File: src/rtl/tx_queue_sched_pkg.sv
// Shared definitions for the egress scheduler: one-hot FSM encodings and the ptr entry layout
// used by the MAC ptr fifo. Optional feature macro: TX_SCHED_WRR_EN.
package tx_queue_sched_pkg;

    localparam int PTR_W       = 16;
    localparam int PTR_LEN_W   = 12;
    localparam int PTR_LEN_LSB = 0;
    localparam int BYTE_W      = 8;

    typedef enum logic [6:0] {
        ST_IDLE       = 7'b0000001,
        ST_PTR_RD     = 7'b0000010,
        ST_PTR_LAT    = 7'b0000100,
        ST_WAIT_SPACE = 7'b0001000,
        ST_COPY       = 7'b0010000,
        ST_DRAIN      = 7'b0100000,
        ST_PTR_WR     = 7'b1000000
    } sched_state_t;

    function automatic logic [PTR_LEN_W-1:0] ptr_len(input logic [PTR_W-1:0] ptr);
        return ptr[PTR_LEN_LSB +: PTR_LEN_W];
    endfunction

endpackage

File: src/rtl/tx_queue_sched_arb.sv
// Queue grant selection: strict priority by default, weighted round robin with per-queue
// frame credits when TX_SCHED_WRR_EN is defined.
module tx_queue_sched_arb
    import tx_queue_sched_pkg::*;
#(
    parameter int NQ       = 4,
    parameter int WEIGHT_W = 4,
    parameter int QW       = 2
) (
    input  logic                   clk,
    input  logic                   rstn,
    input  logic [NQ-1:0]          req,
    input  logic                   take,
    input  logic [NQ*WEIGHT_W-1:0] q_weight,
    output logic [QW-1:0]          gnt,
    output logic                   gnt_vld
);

`ifdef TX_SCHED_WRR_EN
    logic [WEIGHT_W-1:0] credit [NQ];
    logic [WEIGHT_W-1:0] wt_eff [NQ];
    logic [NQ-1:0]       elig;
    logic [NQ-1:0]       cand;
    logic                reload;
    logic                found;
    logic [QW-1:0]       rr_start;
    int                  idx;

    // When every requester is out of credit, reload and grant in the same cycle.
    always_comb begin
        elig    = '0;
        cand    = '0;
        reload  = 1'b0;
        found   = 1'b0;
        idx     = 0;
        gnt     = '0;
        gnt_vld = 1'b0;
        for (int i = 0; i < NQ; i++) begin
            wt_eff[i] = (q_weight[i*WEIGHT_W +: WEIGHT_W] == '0) ? WEIGHT_W'(1)
                                                                 : q_weight[i*WEIGHT_W +: WEIGHT_W];
            elig[i]   = req[i] && (credit[i] != '0);
        end
        reload  = (|req) && !(|elig);
        cand    = reload ? req : elig;
        gnt_vld = |cand;
        for (int k = 0; k < NQ; k++) begin
            idx = (int'(rr_start) + k) % NQ;
            if (!found && cand[idx]) begin
                gnt   = QW'(idx);
                found = 1'b1;
            end
        end
    end

    always_ff @(posedge clk) begin
        if (!rstn) begin
            for (int i = 0; i < NQ; i++) credit[i] <= wt_eff[i];
            rr_start <= '0;
        end else if (take) begin
            for (int i = 0; i < NQ; i++) begin
                if (reload)
                    credit[i] <= (gnt == QW'(i)) ? wt_eff[i] - WEIGHT_W'(1) : wt_eff[i];
                else if (gnt == QW'(i))
                    credit[i] <= credit[i] - WEIGHT_W'(1);
            end
            rr_start <= QW'((int'(gnt) + 1) % NQ);
        end
    end
`else
    logic unused_arb;
    assign unused_arb = ^{clk, rstn, take, q_weight};

    always_comb begin
        gnt     = '0;
        gnt_vld = 1'b0;
        for (int i = NQ-1; i >= 0; i--) begin
            if (req[i]) begin
                gnt     = QW'(i);
                gnt_vld = 1'b1;
            end
        end
    end
`endif

endmodule

File: src/rtl/tx_queue_sched.sv
// Egress scheduler: copies one whole frame per grant from a per-port queue into the MAC fifos,
// data first and ptr last. Optional feature macro: TX_SCHED_WRR_EN (weighted round robin).
//
// state       | meaning
// IDLE        | waiting for enable, a non-empty queue and MAC ptr space
// PTR_RD      | read pulse to the granted ptr fifo
// PTR_LAT     | ptr valid: latch it, drop zero-length, check MAC data space
// WAIT_SPACE  | frame larger than MAC free space, hold
// COPY        | one data read per cycle for len cycles
// DRAIN       | last delayed byte written to MAC
// PTR_WR      | ptr entry written to MAC, frame released
module tx_queue_sched
    import tx_queue_sched_pkg::*;
#(
    parameter int NQ       = 4,
    parameter int LEN_W    = PTR_LEN_W,
    parameter int WEIGHT_W = 4,
    parameter int QW       = (NQ > 1) ? $clog2(NQ) : 1
) (
    input  logic                   clk,
    input  logic                   rstn,
    input  logic                   enable,
    input  logic [NQ-1:0]          q_ptr_empty,
    output logic [NQ-1:0]          q_ptr_rd,
    input  logic [NQ*PTR_W-1:0]    q_ptr_dout,
    output logic [NQ-1:0]          q_data_rd,
    input  logic [NQ*BYTE_W-1:0]   q_data_dout,
    input  logic [NQ*WEIGHT_W-1:0] q_weight,
    input  logic                   mac_ptr_full,
    output logic                   mac_ptr_wr,
    output logic [PTR_W-1:0]       mac_ptr_din,
    input  logic [LEN_W:0]         mac_data_free,
    output logic                   mac_data_wr,
    output logic [BYTE_W-1:0]      mac_data_din,
    output logic                   busy,
    output logic [QW-1:0]          cur_q,
    output logic [15:0]            drop_cnt
);

    sched_state_t      state, state_nxt;
    logic [QW-1:0]     gnt_q;
    logic [QW-1:0]     arb_gnt;
    logic              arb_vld;
    logic              take;
    logic [PTR_W-1:0]  ptr_q;
    logic [PTR_W-1:0]  ptr_in;
    logic [BYTE_W-1:0] byte_in;
    logic [LEN_W-1:0]  len_in;
    logic [LEN_W-1:0]  len_cnt;
    logic              rd_dly;
    logic [15:0]       drop_cnt_q;

    tx_queue_sched_arb #(
        .NQ       (NQ),
        .WEIGHT_W (WEIGHT_W),
        .QW       (QW)
    ) u_arb (
        .clk      (clk),
        .rstn     (rstn),
        .req      (~q_ptr_empty),
        .take     (take),
        .q_weight (q_weight),
        .gnt      (arb_gnt),
        .gnt_vld  (arb_vld)
    );

    always_comb begin
        ptr_in  = '0;
        byte_in = '0;
        for (int i = 0; i < NQ; i++) begin
            if (gnt_q == QW'(i)) begin
                ptr_in  = q_ptr_dout[i*PTR_W +: PTR_W];
                byte_in = q_data_dout[i*BYTE_W +: BYTE_W];
            end
        end
        len_in = ptr_in[LEN_W-1:0];
    end

    always_comb begin
        state_nxt  = state;
        take       = 1'b0;
        q_ptr_rd   = '0;
        q_data_rd  = '0;
        mac_ptr_wr = 1'b0;
        unique case (state)
            ST_IDLE: begin
                if (enable && arb_vld && !mac_ptr_full) begin
                    take      = 1'b1;
                    state_nxt = ST_PTR_RD;
                end
            end
            ST_PTR_RD: begin
                q_ptr_rd[gnt_q] = 1'b1;
                state_nxt       = ST_PTR_LAT;
            end
            ST_PTR_LAT: begin
                if (len_in == '0)
                    state_nxt = ST_IDLE;
                else if ({1'b0, len_in} > mac_data_free)
                    state_nxt = ST_WAIT_SPACE;
                else
                    state_nxt = ST_COPY;
            end
            ST_WAIT_SPACE: begin
                if ({1'b0, len_cnt} <= mac_data_free) state_nxt = ST_COPY;
            end
            ST_COPY: begin
                q_data_rd[gnt_q] = 1'b1;
                if (len_cnt == LEN_W'(1)) state_nxt = ST_DRAIN;
            end
            ST_DRAIN:  state_nxt = ST_PTR_WR;
            ST_PTR_WR: begin
                mac_ptr_wr = 1'b1;
                state_nxt  = ST_IDLE;
            end
            default:   state_nxt = ST_IDLE;
        endcase
    end

    // len_cnt is a down-counter ending at 1, so a full 2^LEN_W-1 frame never wraps.
    always_ff @(posedge clk) begin
        if (!rstn) begin
            state      <= ST_IDLE;
            gnt_q      <= '0;
            ptr_q      <= '0;
            len_cnt    <= '0;
            rd_dly     <= 1'b0;
            drop_cnt_q <= '0;
        end else begin
            state  <= state_nxt;
            rd_dly <= (state == ST_COPY);
            if (take) gnt_q <= arb_gnt;
            if (state == ST_PTR_LAT) begin
                ptr_q   <= ptr_in;
                len_cnt <= len_in;
                if (len_in == '0 && drop_cnt_q != 16'hFFFF) drop_cnt_q <= drop_cnt_q + 16'd1;
            end else if (state == ST_COPY) begin
                len_cnt <= len_cnt - LEN_W'(1);
            end
        end
    end

    assign mac_data_wr  = rd_dly;
    assign mac_data_din = rd_dly ? byte_in : '0;
    assign mac_ptr_din  = mac_ptr_wr ? ptr_q : '0;
    assign busy         = (state != ST_IDLE);
    assign cur_q        = gnt_q;
    assign drop_cnt     = drop_cnt_q;

endmodule

File: config.mk
export PLATFORM = sky130hd
export DESIGN_NAME = tx_queue_sched
export DESIGN_NICKNAME = d
export VERILOG_FILES = /design/src/rtl/tx_queue_sched_pkg.sv /design/src/rtl/tx_queue_sched_arb.sv /design/src/rtl/tx_queue_sched.sv
export SDC_FILE = /design/constraint.sdc
export NUM_CORES = 1
export LEC_CHECK = 0
export ABC_AREA = 1
export CORE_MARGIN = 2
export CORE_UTILIZATION = 48
export DETAILED_ROUTE_END_ITERATION = 10
export PLACE_DENSITY_LB_ADDON = 0.08
export REMOVE_ABC_BUFFERS = 1
export SKIP_LAST_GASP = 1
export SLEW_MARGIN = 20
export SYNTH_ARGS = -nofsm -noshare
export SYNTH_HDL_FRONTEND = slang
export SYNTH_SLANG_ARGS = --single-unit
File: constraint.sdc
create_clock -name clk -period 4.5 [get_ports clk]
set_input_delay 0.45 -clock clk [delete_from_list [all_inputs] [get_ports clk]]
set_output_delay 0.45 -clock clk [all_outputs]
set_load 0.01 [all_outputs]
* Word-level counts from Yosys, hierarchy flattened *
Index checks and enable logic that the tools add are counted.

word-level totals
  logic and storage cells = 72
  memory bits (read-only) = 0
  RAM bits = 0
  memories = 0
  output and inout bits = 53
  latch bits = 0
  register bits after elaboration = 54
  bits of input ports = 133

operators by class
  divide/modulo/power cells = 0
  shift operators = 0
  bitwise operators = 1
  magnitude comparators = 4
  mux-type cells = 33
  eq/ne operators = 16
  multiply operators = 0
  add/subtract/negate cells = 2
  reduce and logical (&&, ||, !) cells = 10

operator list
  operator                                                number
  2-to-1 mux 16 bit                                       5
  case mux 7 bit (6 select lines)                         1
  2-to-1 mux 8 bit                                        5
  2-to-1 mux 12 bit                                       2
  2-to-1 mux 7 bit                                        3
  adder 16 x 1 -> 16 bit (second input constant)          1
  inequality test 16 bit (second input constant)          1
  > comparator 12 x 13 -> 1 bit                           1
  less-or-equal comparator 12 x 13 -> 1 bit               1
  equality test 12 x 1 -> 1 bit (second input constant)   1
  zero test 12 bit                                        1
  subtractor 12 x 1 -> 12 bit (second input constant)     1
  2-to-1 mux 5 bit                                        2
  2-to-1 mux 1 bit                                        8
  2-to-1 mux 2 bit                                        4
  2-to-1 mux 4 bit                                        2
  equality test 7 x 1 -> 1 bit (second input constant)    1
  equality test 7 x 2 -> 1 bit (second input constant)    1
  equality test 7 x 3 -> 1 bit (second input constant)    1
  equality test 7 x 4 -> 1 bit (second input constant)    1
  equality test 7 x 5 -> 1 bit (second input constant)    1
  equality test 7 x 6 -> 1 bit (second input constant)    1
  equality test 7 bit (second input constant)             1
  inequality test 7 x 1 -> 1 bit (second input constant)  1
  other kinds (13)                                        19

* Longest topological paths before layout *
  depth in word-level cells = 9
  gate-level depth with buffers = 18

* Hierarchy *
A second synthesis with hierarchy kept.

second synthesis, totals
  cell total of the unflattened synthesis = 737
  area, all modules = 4,418.0 um2

by module, submodules not included
  module              sequential area each (um2)  times used  area an instance (um2)  cells each
  tx_queue_sched      1,081.0                     1           4,381.7                 729
  tx_queue_sched_arb  0.0                         1           36.3                    8

* Least setup slack after synthesis *
Ideal clock, no wire load.

  path kind = flip-flop to flip-flop
  start point = reg gnt_q[1], in the netlist cur_q[1]
  end point = reg state[4]
  data required time = 4,430 ps
  arrival = 2,065 ps
  stages on the path, launching flop included = 18
  slack = 2,365 ps
  clock period less this slack = 2,135 ps
  path buffers = 1
  library setup time = 70 ps
  path through = dfxtp_1 > buf_6 > inv_4 > nor2_8 > nand2_1 > nand2_1 > nor2_1 > nor2_4 > inv_2 > ha_1 > nand4_1 > nor2_1 > nand4_1 > a21oi_1 > nand2_1 > nand2_1 > nand2_1 > a21oi_1

on the way
  word-level cells in the longest chain between the ends = 9
  elaborated cells on any way between the ends = 13
  those cells by class = order compare: 1; eq/ne: 3; mux: 7; reduce/logical: 2

RTL lines
  what                                 RTL line               text
  start, declared                      tx_queue_sched.sv:41   logic [QW-1:0] gnt_q;
  start signal, assigned               tx_queue_sched.sv:132  if (take) gnt_q <= arb_gnt;
  zero test 2 bit                      tx_queue_sched.sv:71   if (gnt_q == QW'(i)) begin
  2-to-1 mux 16 bit (3 in a row)       tx_queue_sched.sv:71
  2-to-1 mux 16 bit (*)                tx_queue_sched.sv:71
  via ptr_in[10]                       tx_queue_sched.sv:46   logic [PTR_W-1:0] ptr_in;
  > comparator 12 x 13 -> 1 bit        tx_queue_sched.sv:99   else if ({1'b0, len_in} > mac_data_free)
  2-to-1 mux 5 bit                     tx_queue_sched.sv:99
  2-to-1 mux 5 bit (*)                 tx_queue_sched.sv:97   if (len_in == '0)
  case mux 7 bit (6 select lines) (*)  tx_queue_sched.sv:85   unique case (state)
  end signal, assigned                 tx_queue_sched.sv:130  state <= state_nxt;
  end, declared                        tx_queue_sched.sv:40   sched_state_t state, state_nxt;

Mark *: on every way through the listed nets, which the timed path passes. The rest lies on a longest branch.
A chain may end at the register's enable or synchronous reset.

* Final worst setup path *
Same ends and word-level chain as after synthesis.

==> results.py <==
metrics = {
    "detailed_routing": {
        "postRouteAntennaNets": 0,
        "drcViolationCount": 0,
        "firstDrtPassIters": 5,
        "drt-initial-drc-count": 300,
        "wl_um": 15100,
        "drt-vias-per-instance": 5.34,
        "drt-wirelength-per-cell_um": 15.1,
        "dr_total_vias": 5325,
    },
    "finish": {
        "layout.nets": 1046,
        "drive_gt1_share_pct": 3.95,
        "antenna_cells": 0,
        "nFillCells": 845,
        "fin_area_um2": 6310,
        "area_growth_pct": 40.1,
    },
    "pwr": {
        "irDropWorstVdd_v": 0.000161,
        "p_leak_nw": 2.77,
        "total_power_mw": 1.24,
        "powerDensity_nw_per_um2": 196,
    },
    "cts": {
        "path_clk_slew_ps": 100,
        "cts_sinks": 54,
        "clk_latency_ps": 310,
        "cts.path.max_buffers": 2,
        "cts_tree": "built",
        "cts_root_buffer": "clkbuf_8",
        "ctsHoldBuffers": 0,
        "ctsResizeCount": 0,
        "numCtsBuffers": 5,
        "post_cts_buffers": 0,
        "ctsHtreeMaxLevel": 2,
    },
    "setup_path": {
        "endpoint_kind": "register",
        "cp_slowest_stage_delay_ps": 890,
        "cp_max_fo": 24,
        "cp.arrival_ps": 3770,
        "path_cells": "nor2_2 > inv_1 > nor2_1 > o21bai_1 > ha_1 > nand2_1 > inv_1 > nand3_1 > nor2_1 > nand4_1 > a21oi_1 > nand2_1 > nand2_1 > nand2_1 > a21oi_1",
        "worstSetupPathType": "reg -> reg",
        "cpMaxStageDelayCell": "nor2_2",
        "cp_common_cell": "nand2_1",
        "worstPathRequired_ps": 4740,
        "cp-start-kind": "register",
    },
    "global_route": {
        "grt_max_degree": 37,
        "use_met1_pct": 38.1,
        "met2_usage_pct": 50.8,
        "antenna_found_initial": 0,
        "track_usage_pct": 29.7,
        "use_met3_pct": 3.47,
        "grt_pass1_vias": 5183,
        "grt_first_pass_wirelength_um": 24300,
        "grt-ovfl-total": 0,
        "busiest_layer": "met2",
    },
    "sta": {
        "fmax_ghz": 0.283,
        "rsz0062_at_grt": "no",
        "fin_ws_ps": 967,
        "fin_crit_sh_pct": 78.5,
        "setup_viol": 0,
        "slew_viol_final": 0,
        "worst_slew_pin_slew_ps": 1040,
        "clock-skew-final_ps": 4.00,
        "fin_crit_ps": 3530,
        "slew_headroom_pct": 29.9,
        "finalSetupTns_ps": 0,
        "hold_viol": 0,
    },
    "die": {
        "die-area_um2": 10200,
        "die_w_um": 101,
        "num_rows": 35,
        "chipHeight_um": 101,
        "initial_core_util_pct": 49.2,
        "core_region_area_um2": 9150,
        "ios": 186,
    },
    "logic_synthesis": {
        "synth_area_um2": 4510,
        "yosysWarningCount": 0,
        "synth.avg_cell_area_um2": 6.13,
        "synth_edf_count": 0,
        "ys_ff_latch": 54,
        "synth_flop_cell": "dfxtp_1",
        "ys_seq_area_share_pct": 24.0,
        "netlist_instances": 735,
        "synth.distinct_cells": 41,
        "async_flop_share_pct": 0,
    },
    "outcome": {
        "status": "finished clean",
    },
    "place": {
        "dp_worst_setup_slack_ps": 1060,
        "place.gp.congestion": 0.920,
        "place.detailed.hpwl_um": 11800,
        "placed_area_um2": 6210,
        "port_buffers": 169,
    },
    "job": {
        "cap_violations": 0,
    },
    "min_path": {
        "hold_class": "reg -> reg",
    },
}
-- Yosys cell counts (2+ instances only) --
cell | n | area [um^2]
clkbuf_1 | 13 | 48.8
nor2_2 | 3 | 18.8
dfxtp_1 | 54 | 1080
o21ai_0 | 18 | 90.1
nand3b_1 | 4 | 30.0
nor3_1 | 13 | 65.1
xor2_1 | 17 | 149
nand3_1 | 51 | 255
xnor2_1 | 5 | 43.8
nand2_1 | 175 | 657
buf_2 | 8 | 40.0
inv_2 | 6 | 22.5
ha_1 | 27 | 338
a221oi_1 | 6 | 52.6
nor2_1 | 85 | 319
inv_1 | 117 | 439
o21ai_1 | 2 | 10.0
a31oi_1 | 7 | 43.8
inv_4 | 2 | 12.5
nor4_1 | 2 | 12.5
nor2_4 | 4 | 45.0
a21oi_1 | 50 | 250
buf_4 | 2 | 15.0
o211ai_1 | 11 | 82.6
nand4_1 | 28 | 175
nand2_2 | 4 | 25.0
o221ai_1 | 3 | 26.3
o21bai_1 | 2 | 15.0
and2_1 | 2 | 12.5
buf_6 | 3 | 33.8
-- per-layer routing --
layer	vias up	wire (um)	share of wire [%]
met5	-	0	0
met2	208	7140	47
met1	2405	6520	43
li1	2671	-	-
met4	0	510	3.4
met3	41	884	5.9
-- per-stage QoR --
stage / hold WS [ps] / std cells / utilization [%]
2_1_floorplan: 445 / 707 / -
3_3_place_gp: 453 / 990 / 67.9
3_5_place_dp: 457 / 990 / 67.9
4_1_cts: 473 / 998 / 69.0
5_1_grt: 487 / 998 / 69.0
6_report: 470 / 998 / 69.0
-- state kept, by name (all words and copies together), names as in the netlist --
register / cells
ptr_q: 16
state: 7
cur_q: 2
len_cnt: 12
drop_cnt: 16
mac_data_wr: 1
-- placed cells by master (no fill, tap or decap), drive strengths merged, types with 2 or more instances in the layout --
cell type,instances
nand2,179
clkdlybuf4s50,169
inv,125
nor2,93
dfxtp,54
nand3,52
a21oi,50
nand4,29
ha,27
o21ai,20
xor2,17
nor3,13
o211ai,11
a31oi,7
a221oi,6
clkbuf,6
xnor2,5
nand3b,4
o221ai,3
buf,3
o21bai,3
clkinv,3
nor4,2
and2,2
-- final timing paths --
kind,to,start,depth (start not counted),slack (ps)
worst max-delay path,state[4],cur_q[1],15,970
worst min-delay path,ptr_q[4],ptr_q[4],2,470
worst max register to register,state[4],cur_q[1],15,970
worst min register to register,ptr_q[4],ptr_q[4],2,470
-- critical path: cells and delay by family (launching register included) --
family	cells	cell delay, ps
compound gates	3	520
fa+ha+maj	1	370
simple gates	9	1710
flops	1	600
buf+inv	2	250
-- cells by family after synthesis --
family / after synthesis / share of synthesized area (%)
and+or+nand+nor: 375 / 36.9
xor gates and xnor gates: 22 / 4.28
adders and majority gates: 27 / 7.50
DFF: 54 / 24.0
buffers and inverters: 154 / 13.9
AOI/OAI and AO/OA: 103 / 13.4
-- layout make-up --
cell class	count	area [um^2]	area share [%]
multi-input cells	527	2800	44.4
repair buffers	172	1710	27.2
flip-flops and latches	54	1080	17.1
inverters	126	478	7.57
well taps	111	139	2.20
clock buffers	6	82.6	1.31
clock inverters	2	17.5	0.278
-- report_power, final --
part | internal, mW | switching (mW)
logic | 0.198 | 0.243
clock network | 0.127 | 0.169
registers | 0.485 | 0.0122
total | 0.810 | 0.425
No activity file was read; power rests on OpenSTA's default activity.
